==> config.mk <==
export PLATFORM = sky130hd
export DESIGN_NAME = logo_bounce_ctrl
export DESIGN_NICKNAME = d
export VERILOG_FILES = /design/src/rtl/logo_bounce_ctrl.sv
export SDC_FILE = /design/constraint.sdc
export NUM_CORES = 1
export LEC_CHECK = 0
export ABC_AREA = 1
export CORE_UTILIZATION = 45
export CTS_BUF_LIST = sky130_fd_sc_hd__clkbuf_8 sky130_fd_sc_hd__clkbuf_16
export CTS_CLUSTER_SIZE = 40
export DETAILED_ROUTE_END_ITERATION = 7
export PLACE_DENSITY = 0.68
export SLEW_MARGIN = 20
export SYNTH_ARGS = -nofsm -noshare
export SYNTH_HDL_FRONTEND = slang
export SYNTH_SLANG_ARGS = --single-unit
==> constraint.sdc <==
create_clock -name clk -period 1.9 [get_ports clk]
set_input_delay 0.475 -clock clk [delete_from_list [all_inputs] [get_ports clk]]
set_output_delay 0.475 -clock clk [all_outputs]
set_load 0.02 [all_outputs]
==> src/rtl/logo_bounce_ctrl.sv <==
// Bouncing-logo motion controller: moves the logo diagonally once per FRAME_DIV frames and
// turns the raster position into logo ROM addresses, returning the masked pixel two clocks later.
module logo_bounce_ctrl #(
    parameter int unsigned SCREEN_W  = 640,
    parameter int unsigned SCREEN_H  = 480,
    parameter int unsigned IMG_W     = 80,
    parameter int unsigned IMG_H     = 96,
    parameter int unsigned STEP      = 1,
    parameter int unsigned FRAME_DIV = 1,
    parameter int unsigned INIT_X    = 0,
    parameter int unsigned INIT_Y    = 0
) (
    input  logic       clk,
    input  logic       rst_n,
    input  logic [9:0] x_px,
    input  logic [9:0] y_px,
    input  logic       activevideo,
    input  logic       frame_tick,
    input  logic       pause,
    output logic [9:0] x_img,
    output logic [9:0] y_img,
    input  logic       pix_in,
    output logic       pixel_out,
    output logic [9:0] pos_x,
    output logic [9:0] pos_y,
    output logic       dir_x,
    output logic       dir_y,
    output logic [7:0] bounce_cnt,
    output logic       corner
);

    localparam logic [10:0] LIM_X    = 11'(SCREEN_W - IMG_W);
    localparam logic [10:0] LIM_Y    = 11'(SCREEN_H - IMG_H);
    localparam logic [10:0] STEP11   = 11'(STEP);
    localparam logic [10:0] IMG_W11  = 11'(IMG_W);
    localparam logic [10:0] IMG_H11  = 11'(IMG_H);
    localparam logic [7:0]  DIV_LAST = 8'(FRAME_DIV - 1);

    logic [9:0]  r_pos_x, r_pos_y;
    logic        r_dir_x, r_dir_y;
    logic [7:0]  r_cnt, r_bounce;
    logic        r_corner;
    logic [9:0]  r_x_img, r_y_img;
    logic        r_in_box_d1, r_act_d1, r_in_box_d2, r_act_d2;

    logic        w_tick_ok, w_update;
    logic [7:0]  w_cnt_d;
    logic [10:0] w_sum_x, w_sum_y;
    logic [9:0]  w_pos_x_d, w_pos_y_d;
    logic        w_dir_x_d, w_dir_y_d, w_hit_x, w_hit_y;
    logic [10:0] w_x_end, w_y_end;
    logic        w_in_box;

    // Next position is computed every cycle; it is only committed on an accepted update.
    always_comb begin
        w_tick_ok = frame_tick && !pause;
        w_update  = w_tick_ok && (r_cnt == DIV_LAST);
        w_cnt_d   = r_cnt;
        if (w_tick_ok) begin
            w_cnt_d = (r_cnt == DIV_LAST) ? 8'd0 : r_cnt + 8'd1;
        end

        w_sum_x   = {1'b0, r_pos_x} + STEP11;
        w_pos_x_d = r_pos_x;
        w_dir_x_d = r_dir_x;
        w_hit_x   = 1'b0;
        if (r_dir_x) begin
            if (w_sum_x >= LIM_X) begin
                w_pos_x_d = 10'(LIM_X);
                w_dir_x_d = 1'b0;
                w_hit_x   = 1'b1;
            end else begin
                w_pos_x_d = w_sum_x[9:0];
            end
        end else if ({1'b0, r_pos_x} <= STEP11) begin
            w_pos_x_d = 10'd0;
            w_dir_x_d = 1'b1;
            w_hit_x   = 1'b1;
        end else begin
            w_pos_x_d = r_pos_x - 10'(STEP);
        end

        w_sum_y   = {1'b0, r_pos_y} + STEP11;
        w_pos_y_d = r_pos_y;
        w_dir_y_d = r_dir_y;
        w_hit_y   = 1'b0;
        if (r_dir_y) begin
            if (w_sum_y >= LIM_Y) begin
                w_pos_y_d = 10'(LIM_Y);
                w_dir_y_d = 1'b0;
                w_hit_y   = 1'b1;
            end else begin
                w_pos_y_d = w_sum_y[9:0];
            end
        end else if ({1'b0, r_pos_y} <= STEP11) begin
            w_pos_y_d = 10'd0;
            w_dir_y_d = 1'b1;
            w_hit_y   = 1'b1;
        end else begin
            w_pos_y_d = r_pos_y - 10'(STEP);
        end

        w_x_end  = {1'b0, r_pos_x} + IMG_W11;
        w_y_end  = {1'b0, r_pos_y} + IMG_H11;
        w_in_box = (x_px >= r_pos_x) && ({1'b0, x_px} < w_x_end) &&
                   (y_px >= r_pos_y) && ({1'b0, y_px} < w_y_end);
    end

    always_ff @(posedge clk or negedge rst_n) begin
        if (!rst_n) begin
            r_pos_x  <= 10'(INIT_X);
            r_pos_y  <= 10'(INIT_Y);
            r_dir_x  <= 1'b1;
            r_dir_y  <= 1'b1;
            r_cnt    <= 8'd0;
            r_bounce <= 8'd0;
            r_corner <= 1'b0;
        end else begin
            r_cnt    <= w_cnt_d;
            r_corner <= w_update && w_hit_x && w_hit_y;
            if (w_update) begin
                r_pos_x <= w_pos_x_d;
                r_pos_y <= w_pos_y_d;
                r_dir_x <= w_dir_x_d;
                r_dir_y <= w_dir_y_d;
                // A simultaneous hit on both axes still counts as a single bounce.
                if (w_hit_x || w_hit_y) begin
                    r_bounce <= r_bounce + 8'd1;
                end
            end
        end
    end

    always_ff @(posedge clk or negedge rst_n) begin
        if (!rst_n) begin
            r_x_img     <= 10'd0;
            r_y_img     <= 10'd0;
            r_in_box_d1 <= 1'b0;
            r_act_d1    <= 1'b0;
            r_in_box_d2 <= 1'b0;
            r_act_d2    <= 1'b0;
        end else begin
            r_x_img     <= x_px - r_pos_x;
            r_y_img     <= y_px - r_pos_y;
            r_in_box_d1 <= w_in_box;
            r_act_d1    <= activevideo;
            r_in_box_d2 <= r_in_box_d1;
            r_act_d2    <= r_act_d1;
        end
    end

    // pix_in is the ROM's registered output, so masking it with the d2 flags gives two clocks.
    assign pixel_out  = pix_in & r_in_box_d2 & r_act_d2;
    assign x_img      = r_x_img;
    assign y_img      = r_y_img;
    assign pos_x      = r_pos_x;
    assign pos_y      = r_pos_y;
    assign dir_x      = r_dir_x;
    assign dir_y      = r_dir_y;
    assign bounce_cnt = r_bounce;
    assign corner     = r_corner;

endmodule
==> metrics.cfg <==
[setup_path]
critPathArrivalTime_ns = 2.20
required_ns = 2.15
start_kind = register
crit_path_end = pos_x[5]$_DFFE_PN0P_
cp_max_fo = 6
regToRegSetupSlack_ns = -0.06
endpoint_kind = register
startpoint = pos_x[4]$_DFFE_PN0P_
r2r_cells = 12
r2r_start = pos_x[4]$_DFFE_PN0P_
regToRegEndpoint = pos_x[5]$_DFFE_PN0P_
worstSetupPathType = register to register

[sta]
finalSetupTns_ns = -0.5920
setup_slack_ns = -0.05790
max_slew_margin_pct = 73.79
layout_worst_path_cycle_share_pct = 103.0
rsz0062_at_grt = true
finalSetupViolCount = 14
whs_ns = 0.1189
drv_slew = 0
finalHoldViolations = 0
layout_min_cycle_time_ns = 1.958
fin_worst_skew_ns = 0.01459
max_freq_ghz = 0.5108
tightest_slew_ns = 0.3896

[synth]
syn_nets = 678
synth_seq_cells = 63
syn_area_per_cell_um2 = 7.898
ys.flop_type = dfrtp_1
synthMostInstantiatedCell = nand2_1
synth_edf_count = 0
synth_area_um2 = 4778
yosys_warnings = 0
ys_seq_area_share_pct = 33.05
netlist.area_leader.share_pct = 31.95
synth_common_cells = nand2_1, inv_1, dfrtp_1, nor2_1, nand3_1
synth_area_leaders = dfrtp_1, ha_1, nand2_1, xor2_1, inv_1
yosys.area.top_type = dfrtp_1
synthCells = 605
ys_types = 42
async_flop_share_pct = 100.0

[pwr]
power.internal_mw = 2.984
switching_share_pct = 32.15
seq_power_share_pct = 36.7
ir_worst_vdd_mv = 0.4020
p_leak_nw = 3.565
p_sw_mw = 1.414
p_total_mw = 4.398
clkPwrFrac_pct = 31.1
powerDensity_nw_per_um2 = 602.0
power_frac_comb_pct = 32.2

[routing]
drtIter0Drc = 228
vias_per_cell = 5.236
ant_nets = 0
wl_per_cell_um = 14.74
firstDrtPassIters = 4
num_vias = 5021
post-route-drc-count = 0
routed_wl_um = 14130

[cts]
clk_latency_ns = 0.37
cts_tree = done
cts.root.buffer_cell = clkbuf_8
cts_buffers = 9
clkSinkCount = 63
clockBufferDepth = 2
htreeDepth = 3
cts.clk_slew.worst_paths_ns = 0.07

[placed_design]
gp_congestion = 0.9197
placedCellCount = 931
port_buffers = 77
post-place-ws_ns = -0.4395
place_hpwl_um = 10230

[global_route]
grt_usage_pct = 25.51
grt_max_degree = 64
antenna_found_initial = 0
grt.overflow.total = 0
grt_pass1_vias = 4959
grt_pass1_wl_um = 22330

[floorplanning]
die_y_um = 105.0
row_count = 37
start_util_pct = 46.29
dieArea_um2 = 11030
coreArea_um2 = 10320
dieWidth_um = 105.0
ioPinCount = 78

[finish]
area_delta_synth_final_pct = 52.89
fillers = 806
antenna_cells = 0
fin_nets = 891
layout-drive-gt1-share_pct = 31.35
finalNonFillerCells = 959

[job]
cap_violations = 0

[min_path]
hp-class = input pin to async pin

[outcome]
status = finished with violations
violations = setup timing

-- kinds of logic after synthesis --
logic type               synth area share (%)
AO/OA/AOI/OAI                           10.60
adder cells (fa/ha/maj)                 12.62
flip-flops                              33.05
AND/OR/NAND/NOR                         27.02
XOR/XNOR                                9.165
buffers and inverters                   7.541
-- worst min-delay path by stage --
stage	startpoint	end	slack, ns	cells after the start
finish	rst_n	y_img[7]$_DFF_PN0_	0.12	2
CTS	rst_n	x_img[1]$_DFF_PN0_	0.14	2
global route	rst_n	pos_y[8]$_DFFE_PN0P_	0.17	2
global placement	r_act_d1$_DFF_PN0_	r_act_d2$_DFF_PN0_	0.33	0
detailed placement	r_act_d1$_DFF_PN0_	r_act_d2$_DFF_PN0_	0.34	0
floorplan	rst_n	bounce_cnt[0]$_DFFE_PN0P_	0.18	0
-- per-layer routing --
layer	GRT usage, %	share of wire [%]
met1	31.19	41
met2	44.51	51
met3	3.618	4.8
met4	11.27	2.3
met5	0	0
-- cells in the final DEF, fill, tap and decap left out, drive strengths merged, types with 2 or more instances in the layout --
master | Yosys | layout
dlygate4sd2 | 0 | 21
o211ai | 2 | 2
o31ai | 2 | 2
buf | 12 | 140
clkbuf | 3 | 12
fa | 2 | 2
nand2 | 122 | 123
nand3 | 51 | 51
a22oi | 5 | 5
nor2 | 60 | 60
nand4 | 17 | 17
o22ai | 4 | 4
a221oi | 2 | 2
a21oi | 30 | 30
xor2 | 43 | 43
o21bai | 3 | 3
a31oi | 7 | 7
clkdlybuf4s50 | 0 | 47
o2111ai | 4 | 4
nand3b | 2 | 2
dfstp | 2 | 2
nor3 | 15 | 15
inv | 71 | 72
ha | 45 | 45
xnor2 | 7 | 7
bufinv | 0 | 2
clkinv | 1 | 2
dlymetal6s2s | 0 | 7
nor4 | 2 | 2
o21ai | 26 | 26
dfrtp | 61 | 61
-- flip-flops by register name, indices dropped and copies added (netlist names), 8 cells and up --
register    flops
pos_x          10
pos_y          10
x_img          10
y_img          10
bounce_cnt      8
r_cnt           8
-- area by class of cell --
type | instances | area, um^2 | share of cell area (%)
multi-input combinational | 456 | 3184 | 43.59
timing repair buffer | 216 | 1861 | 25.47
sequential | 63 | 1593 | 21.80
inverter | 72 | 274.0 | 3.751
tap | 136 | 170.2 | 2.329
clock buffer | 11 | 151.4 | 2.072
clock inverter | 5 | 72.57 | 0.9933
-- power by group through the flow --
stage / logic (mW) / clock network [mW] / registers [mW]
finish: 1.41 / 1.37 / 1.61
global placement: 1.27 / 0 / 1.63
global route: 1.55 / 1.44 / 1.63
floorplan: 0.546 / 0 / 1.74
detailed placement: 1.30 / 0 / 1.64
CTS: 1.31 / 1.37 / 1.61
-- through the flow --
stage                     utilization [%]  instance area (um^2)
final                               70.77                  7306
after CTS                           66.89                  6905
after floorplan                         -                  4782
after detailed placement            64.31                  6639
after global placement              64.31                  6639
after global routing                70.77                  7306
-- critical path: stages (launching register included) --
cell and delay [ns]:
dfrtp_2 0.47, inv_2 0.09, buf_4 0.15, ha_4 0.15, nand2_1 0.05, nor2_1 0.10
nand4_1 0.12, nand3_2 0.14, clkinvlp_4 0.16, nand2_1 0.10, nand2_1 0.10, o22ai_2 0.15
inv_1 0.05
-- what timing repair did --
| action | CTS | global route |
|---|---|---|
| buffers inserted | 1 | 10 |
| pin swaps | 9 | 33 |
| gates resized for setup | 43 | 84 |
| endpoints found under the setup margin | 42 | 48 |
| gates cloned | 0 | 1 |
| hold buffers | 0 | 0 |
Power figures use the tool's default switching activity.
